## src/rtl/vga_timing_gen.sv

```systemverilog
// Parametrised VGA sync/blank generator with registered decodes and an early FIFO read request.
// Optional display window gating is compiled in with `define VGA_WINDOW_EN.
module vga_timing_gen #(
  parameter int H_ACTIVE = 640,
  parameter int H_FRONT  = 16,
  parameter int H_SYNC   = 96,
  parameter int H_BACK   = 48,
  parameter int V_ACTIVE = 480,
  parameter int V_FRONT  = 10,
  parameter int V_SYNC   = 2,
  parameter int V_BACK   = 33,
  parameter bit HS_POL   = 1'b0,
  parameter bit VS_POL   = 1'b0,
  parameter int PREFETCH = 2,
  parameter int CW       = 12,
  parameter int WIN_X0   = 480,
  parameter int WIN_Y0   = 360,
  parameter int WIN_W    = 160,
  parameter int WIN_H    = 120
) (
  input  logic          vga_clk,
  input  logic          reset,
  output logic          HS,
  output logic          VS,
  output logic          blank_n,
  output logic          rd_req,
  output logic [CW-1:0] pix_x,
  output logic [CW-1:0] pix_y,
  output logic          frame_start,
  output logic          line_start
);

  localparam int H_TOTAL = H_SYNC + H_BACK + H_ACTIVE + H_FRONT;
  localparam int V_TOTAL = V_SYNC + V_BACK + V_ACTIVE + V_FRONT;
  localparam int HA0     = H_SYNC + H_BACK;
  localparam int VA0     = V_SYNC + V_BACK;

  localparam logic [CW:0]   H_LAST   = (CW+1)'(H_TOTAL - 1);
  localparam logic [CW:0]   V_LAST   = (CW+1)'(V_TOTAL - 1);
  localparam logic [CW:0]   HA_START = (CW+1)'(HA0);
  localparam logic [CW:0]   HA_END   = (CW+1)'(HA0 + H_ACTIVE);
  localparam logic [CW:0]   VA_START = (CW+1)'(VA0);
  localparam logic [CW:0]   VA_END   = (CW+1)'(VA0 + V_ACTIVE);
  localparam logic [CW:0]   HS_END   = (CW+1)'(H_SYNC);
  localparam logic [CW:0]   VS_END   = (CW+1)'(V_SYNC);
  localparam logic [CW:0]   PF       = (CW+1)'(PREFETCH);
  localparam logic [CW-1:0] ONE      = CW'(1);

  // Elaboration-time sanity checks on the timing configuration.
  if (PREFETCH < 0 || PREFETCH > H_BACK) begin : g_bad_prefetch
    $error("vga_timing_gen: PREFETCH must lie in 0..H_BACK");
  end
  if (WIN_X0 + WIN_W > H_ACTIVE || WIN_Y0 + WIN_H > V_ACTIVE) begin : g_bad_window
    $error("vga_timing_gen: window must fit inside the active area");
  end
  if ((H_TOTAL > (1 << CW)) || (V_TOTAL > (1 << CW))) begin : g_bad_cw
    $error("vga_timing_gen: CW too narrow for H_TOTAL/V_TOTAL");
  end

  logic [CW-1:0] h_cnt_q, h_cnt_d, v_cnt_q, v_cnt_d;
  logic          hs_q, hs_d, vs_q, vs_d;
  logic          blank_n_q, blank_n_d, rd_req_q, rd_req_d;
  logic [CW-1:0] pix_x_q, pix_x_d, pix_y_q, pix_y_d;
  logic          frame_start_q, frame_start_d, line_start_q, line_start_d;

  logic [CW:0]   h_ext, v_ext, h_pf;
  logic          h_act, v_act, pf_act, disp, req;
  logic [CW-1:0] px_rel, py_rel;
`ifdef VGA_WINDOW_EN
  localparam logic [CW:0] WX_LO = (CW+1)'(WIN_X0);
  localparam logic [CW:0] WX_HI = (CW+1)'(WIN_X0 + WIN_W);
  localparam logic [CW:0] WY_LO = (CW+1)'(WIN_Y0);
  localparam logic [CW:0] WY_HI = (CW+1)'(WIN_Y0 + WIN_H);
  logic [CW:0]   pf_rel;
`endif

  always_comb begin
    // One extra bit so h_cnt+PREFETCH cannot wrap.
    h_ext  = {1'b0, h_cnt_q};
    v_ext  = {1'b0, v_cnt_q};
    h_pf   = h_ext + PF;
    h_act  = (h_ext >= HA_START) && (h_ext < HA_END);
    v_act  = (v_ext >= VA_START) && (v_ext < VA_END);
    pf_act = (h_pf >= HA_START) && (h_pf < HA_END);
    px_rel = CW'(h_ext - HA_START);
    py_rel = CW'(v_ext - VA_START);
    disp   = h_act && v_act;
    req    = pf_act && v_act;
`ifdef VGA_WINDOW_EN
    pf_rel = h_pf - HA_START;
    disp   = disp && ({1'b0, px_rel} >= WX_LO) && ({1'b0, px_rel} < WX_HI)
                  && ({1'b0, py_rel} >= WY_LO) && ({1'b0, py_rel} < WY_HI);
    req    = req && (pf_rel >= WX_LO) && (pf_rel < WX_HI)
                 && ({1'b0, py_rel} >= WY_LO) && ({1'b0, py_rel} < WY_HI);
`endif

    hs_d          = (h_ext < HS_END) ? HS_POL : ~HS_POL;
    vs_d          = (v_ext < VS_END) ? VS_POL : ~VS_POL;
    blank_n_d     = disp;
    rd_req_d      = req;
    pix_x_d       = (h_act && v_act) ? px_rel : '0;
    pix_y_d       = (h_act && v_act) ? py_rel : '0;
    frame_start_d = (h_cnt_q == '0) && (v_cnt_q == '0);
    line_start_d  = (h_cnt_q == '0);

    h_cnt_d = h_cnt_q + ONE;
    v_cnt_d = v_cnt_q;
    if (h_ext == H_LAST) begin
      h_cnt_d = '0;
      v_cnt_d = (v_ext == V_LAST) ? '0 : v_cnt_q + ONE;
    end
  end

  always_ff @(posedge vga_clk) begin
    if (reset) begin
      h_cnt_q       <= '0;
      v_cnt_q       <= '0;
      hs_q          <= ~HS_POL;
      vs_q          <= ~VS_POL;
      blank_n_q     <= 1'b0;
      rd_req_q      <= 1'b0;
      pix_x_q       <= '0;
      pix_y_q       <= '0;
      frame_start_q <= 1'b0;
      line_start_q  <= 1'b0;
    end else begin
      h_cnt_q       <= h_cnt_d;
      v_cnt_q       <= v_cnt_d;
      hs_q          <= hs_d;
      vs_q          <= vs_d;
      blank_n_q     <= blank_n_d;
      rd_req_q      <= rd_req_d;
      pix_x_q       <= pix_x_d;
      pix_y_q       <= pix_y_d;
      frame_start_q <= frame_start_d;
      line_start_q  <= line_start_d;
    end
  end

  assign HS          = hs_q;
  assign VS          = vs_q;
  assign blank_n     = blank_n_q;
  assign rd_req      = rd_req_q;
  assign pix_x       = pix_x_q;
  assign pix_y       = pix_y_q;
  assign frame_start = frame_start_q;
  assign line_start  = line_start_q;

endmodule
```

## config.mk

```make
export PLATFORM = sky130hd
export DESIGN_NAME = vga_timing_gen
export DESIGN_NICKNAME = d
export VERILOG_FILES = /design/src/rtl/vga_timing_gen.sv
export SDC_FILE = /design/constraint.sdc
export NUM_CORES = 1
export LEC_CHECK = 0
export CAP_MARGIN = 20
export CORE_MARGIN = 2
export CORE_UTILIZATION = 54
export CTS_CLUSTER_SIZE = 24
export DETAILED_ROUTE_END_ITERATION = 10
export PLACE_DENSITY = 0.88
export SYNTH_ARGS = -nofsm -noshare
export SYNTH_HDL_FRONTEND = slang
export SYNTH_SLANG_ARGS = --single-unit
```

## constraint.sdc

```tcl
create_clock -name vga_clk -period 2.5 [get_ports vga_clk]
set_input_delay 0.375 -clock vga_clk [delete_from_list [all_inputs] [get_ports vga_clk]]
set_output_delay 0.375 -clock vga_clk [all_outputs]
set_load 0.005 [all_outputs]
```

; Word level (Yosys, flattened, before mapping)
; Cells that the tools add are included.
[word_totals]
reg_bits = 54
in_bits = 2
out_inout_bits = 30
wordCells = 39
[classes]
add_sub_neg = 5
n_lt_le_gt_ge = 8
eq_ne = 2
n_mux = 3
n_bitwise = 1
n_reduce_logical = 10
[op_table]
columns = op, count
row1 = "adder 12 x 1 -> 12 bit, second input constant", 2
row2 = "equality test 12 x 10 -> 1 bit, second input constant", 2
row3 = zero test 12 bit, 2
row4 = "less-than comparator 12 x 10 -> 1 bit, second input constant", 2
row5 = "adder 12 x 2 -> 13 bit, second input constant", 1
row6 = "greater-or-equal comparator 13 x 8 -> 1 bit, second input constant", 1
row7 = "less-than comparator 13 x 10 -> 1 bit, second input constant", 1
row8 = "greater-or-equal comparator 12 x 6 -> 1 bit, second input constant", 1
row9 = "greater-or-equal comparator 12 x 8 -> 1 bit, second input constant", 1
row10 = "less-than comparator 12 x 2 -> 1 bit, second input constant", 1
row11 = "less-than comparator 12 x 7 -> 1 bit, second input constant", 1
row12 = two-way mux 12 bit, 1
row13 = "subtractor 12 x 6 -> 12 bit, second input constant", 1
row14 = "subtractor 12 x 8 -> 12 bit, second input constant", 1
row15 = logical AND 1 bit, 6
row16 = OR reduction 2 bit, 2
row17 = two-way mux 1 bit, 2
row18 = inverter 1 bit, 1

; Longest topological paths before layout
[depth]
depth_word = 5
depth_mapped = 8
ltp_nobuf = 7

; Least setup slack after synthesis
; Ideal clock, no wire load.
[synth_timing]
kind = register to register
from = register v_cnt_q[0]
to = register pix_y_q[6] (netlist: pix_y[6])
setup_time_ns = 0.065
arrival_ns = 2.070
required_ns = 2.435
path_slack_ns = 0.365
stages_incl_launch_ff = 9
path_buffers = 2
synth_period_minus_slack_ns = 2.135
cell_sequence = dfxtp_1 > ha_1 > clkbuf_1 > or3_1 > o31ai_1 > o211ai_1 > a2111o_1 > buf_6 > nor2_1
[synth_via]
elab_chain_len = 5
word_cells_on_any_way = 7
[synth_lines]
columns = element, line
row1 = from (decl), 60  ; logic [CW-1:0] h_cnt_q, h_cnt_d, v_cnt_q, v_cnt_d;
row2 = from (signal assigned), 128  ; v_cnt_q <= v_cnt_d;
row3 = greater-or-equal comparator 12 x 6 -> 1 bit / less-than comparator 12 x 10 -> 1 bit (equally long branches), 83  ; v_act = (v_ext >= VA_START) && (v_ext < VA_END);
row4 = logical AND 1 bit, 83
row5 = logical AND 1 bit, 102  ; pix_y_d = (h_act && v_act) ? py_rel : '0;
row6 = inverter 1 bit (no source line), n/a
row7 = OR reduction 2 bit (no source line), n/a
row8 = to (signal assigned), 134  ; pix_y_q <= pix_y_d;
row9 = to (decl), 63  ; logic [CW-1:0] pix_x_q, pix_x_d, pix_y_q, pix_y_d;
; Several ways; a longest one is shown, not always the timed one.
; A chain may end at the register's enable or synchronous reset.

; Worst setup path in the final report
[layout_timing]
from = register v_cnt_q[0]
to = register pix_x_q[4] (netlist: pix_x[4])
[layout_via]
elab_chain_len = 5
word_cells_on_any_way = 6
[layout_lines]
columns = element, line
row1 = greater-or-equal comparator 12 x 6 -> 1 bit / less-than comparator 12 x 10 -> 1 bit (equally long branches), 83
row2 = logical AND 1 bit *, 83
row3 = logical AND 1 bit *, 101  ; pix_x_d = (h_act && v_act) ? px_rel : '0;
row4 = inverter 1 bit (no source line) *, n/a
row5 = OR reduction 2 bit (no source line) *, n/a
row6 = to (signal assigned), 133  ; pix_x_q <= pix_x_d;
row7 = to (decl), 63
; Every way passes the cells marked *; elsewhere a longest branch is shown, timed or not.

==> reports/qor.yml <==
run_status:
  status: "completed"
final_layout:
  diodes: 0
  syn_to_final_growth_pct: 18.4
  multi_input_area_sq_um: 1240
  stdcell_count: 373
  fillers: 346
  nNetsFinal: 330
  drive_gt1_share_pct: 5.61
  register_area_sq_um: 1080
setup_path:
  worstSetupEndpointType: "flip-flop"
  path_cells: "ha_1, buf_4, o41ai_1, o31ai_1, o211ai_1, a2111o_1, buf_4, nor2_1"
  critPathBufInv: 2
  worst-endpoint-required_ps: 2690
  crit_slowest_cell: "o41ai_1"
  max_stage_delay_ps: 480
  critPathKind: "flip-flop to flip-flop"
  worstPathArrival_ps: 2400
  crit_top_cell: "buf_4"
  cp_max_fo: 11
  critical_path.top_delay_family: "compound AO/OA/AOI/OAI gates"
  cp-start-kind: "flip-flop"
placement:
  io_buffers: 31
  gp_congestion: 1.04
  dp_hpwl_um: 3650
  place_ws_ps: 338
  dp.cells: 365
sta:
  fin_crit_ps: 2200
  finalSetupViolations: 0
  holdWs_ps: 517
  timing.fmax_mhz: 454
  period_share_pct: 88.2
  fin_tns_setup_ps: 0
  worst_pin_slew_ps: 561
  finClkSkew_ps: 13.9
  setup_ws_ps: 296
  hold_viol: 0
  drv_slew: 0
  rsz0062_at_grt: "false"
  relSlewSlack_pct: 62.1
grt:
  grt.total_usage_pct: 21.4
  antenna_found_initial: 0
  grt_max_degree: 17
  grt_pass1_vias: 1880
  gr-total-overflow: 0
  grt_pass1_wl_um: 8760
power_and_ir_drop:
  powerDensity_nw_per_um2: 493
  p_clk_share_pct: 35.7
  p_sw_share_pct: 21.9
  pwr-share-comb_pct: 3.1
  seq_power_share_pct: 61.2
  p_switching_mw: 0.314
  total_power_mw: 1.43
  p_int_mw: 1.12
  vdd_drop_max_uv: 367
  leakagePower_nw: 1.13
route:
  vias: 2123
  drc_errors: 0
  vias_per_cell: 5.69
  wl_per_cell_um: 13.9
  first_pass_iters: 4
  wl_um: 5200
  ant_nets: 0
  drt_iter0_drc: 198
floorplanning:
  num_rows: 24
  pin_count: 32
  coreArea_sq_um: 4380
  dieHeight_um: 71.5
  die_x_um: 71.5
  die_area_sq_um: 5110
  start_util_pct: 56.1
yosys:
  synth_nets: 301
  syn_area_per_cell_sq_um: 8.45
  ys_seq_elements: 54
  synth_edf_count: 0
  synthCells: 291
  syn_area_sq_um: 2460
  synthArstFlopShare_pct: 0
  yosys_warnings: 0
  yosysSeqAreaShare_pct: 44.0
  synth_cell_type_count: 38
  synth_flop_cell: "dfxtp_1"
cts:
  clk_pin_slew_ps: 100
  hold_buffers: 0
  cts_buffers: 5
  h-tree-depth: 2
  cts_sinks: 54
  cts_tree: "built"
  postCtsSetupRepairBufs: 0
  clk_latency_ps: 310
  cts_buffer_depth: 2
  cts_resized: 0
  cts_root_buffer: "clkbuf_8"
hold_path:
  hp-class: "flip-flop to flip-flop"
job:
  drv_cap: 0
-- power groups by stage --
| stage | clock network [mW] | logic, mW | registers, mW |
|---|---|---|---|
| final | 0.512 | 0.0446 | 0.879 |
| after floorplan | 0 | 0.0244 | 0.896 |
| after global routing | 0.558 | 0.0497 | 0.880 |
| after global placement | 0 | 0.0438 | 0.898 |
| after detailed placement | 0 | 0.0451 | 0.899 |
| after CTS | 0.516 | 0.0453 | 0.878 |
-- synthesized netlist by cell type (2+ instances only) --
cell / number / area share [%]
a2111oi_0: 2 / 0.71
a21oi_1: 18 / 3.7
a2bb2oi_1: 2 / 0.71
and2_1: 3 / 0.76
and3_1: 4 / 1.0
and4_1: 5 / 1.8
buf_6: 3 / 1.4
clkbuf_1: 15 / 2.3
dfxtp_1: 54 / 44
ha_1: 8 / 4.1
inv_1: 12 / 1.8
nand2_1: 14 / 2.1
nand2b_1: 4 / 1.0
nand3_1: 12 / 2.4
nand4_1: 9 / 2.3
nand4b_1: 2 / 0.71
nor2_1: 54 / 8.2
nor3_1: 12 / 2.4
o211ai_1: 2 / 0.61
o21ai_0: 7 / 1.4
o31ai_1: 2 / 0.61
or3_1: 6 / 1.5
xnor2_1: 14 / 5.0
xor2_1: 13 / 4.6
-- layout make-up --
| cell class | count | share of cell area (%) |
|---|---|---|
| well taps | 52 | 2.24 |
| clock inverters | 1 | 0.301 |
| inverters | 12 | 1.55 |
| flip-flops and latches | 54 | 37.1 |
| repair buffers | 41 | 13.2 |
| clock buffers | 7 | 2.97 |
| multi-input cells | 206 | 42.6 |
-- worst min-delay path, cell delays in order (launching register included) --
cell	delay (ps)
dfxtp_1	360
nand2_1	70
a21oi_1	50
-- per-layer routing --
| metal | GRT usage (%) | vias to the layer above | part of all wire (%) |
|---|---|---|---|
| met1 | 28.8 | 970 | 46 |
| li1 | - | 1046 | - |
| met2 | 33.4 | 91 | 45 |
| met3 | 4.64 | 16 | 6.1 |
| met4 | 8.81 | 0 | 2.5 |
| met5 | 0 | - | 0 |
-- kinds of logic (layout without fill, tap and decap cells) --
family | after synthesis | count (layout) | synth area share, %
xor gates and xnor gates | 27 | 27 | 9.62
AOI/OAI and AO/OA | 39 | 39 | 9.97
and+or+nand+nor | 130 | 130 | 26.2
muxes | 1 | 1 | 0.407
other | 1 | 1 | 0.153
buffers and inverters | 31 | 61 | 5.65
adders and majority gates | 8 | 8 | 4.07
DFF | 54 | 54 | 44.0
-- through the flow --
| stage | instance area [sq um] | util [%] |
|---|---|---|
| after floorplan | 2460 | - |
| after global placement | 2820 | 64.2 |
| after detailed placement | 2820 | 64.2 |
| after CTS | 2910 | 66.4 |
| after global routing | 2910 | 66.4 |
| final | 2910 | 66.4 |
-- flip-flops by register name, summed over array words and instances, names as in the netlist --
signal / count
blank_n: 1
pix_x: 12
rd_req: 1
h_cnt_q: 12
pix_y: 12
frame_start: 1
HS: 1
v_cnt_q: 12
line_start: 1
VS: 1
-- path summary, 6_finish.rpt --
| check | slack, ps | startpoint | end | cells past startpoint |
|---|---|---|---|---|
| worst max-delay path | 300 | v_cnt_q[0] | pix_x[4] | 8 |
| worst min-delay path | 520 | v_cnt_q[1] | v_cnt_q[1] | 2 |
| worst max register to register | 300 | v_cnt_q[0] | pix_x[4] | 8 |
| worst min register to register | 520 | v_cnt_q[1] | v_cnt_q[1] | 2 |
-- cells in the final DEF, fill, tap and decap left out, drive strengths merged, types with 2 or more instances in the layout --
cell type	instances
a2111oi	2
nor2	54
dfxtp	54
clkbuf	7
inv	13
nand4b	2
a21oi	18
nand2	14
and4	5
nand4	9
and2	3
xnor2	14
buf	10
ha	8
xor2	13
o31ai	2
a2bb2oi	2
nor3	12
o21ai	7
clkdlybuf4s50	31
o211ai	2
or3	6
nand3	12
nand2b	4
and3	4
(Power assumes the default switching activity.)
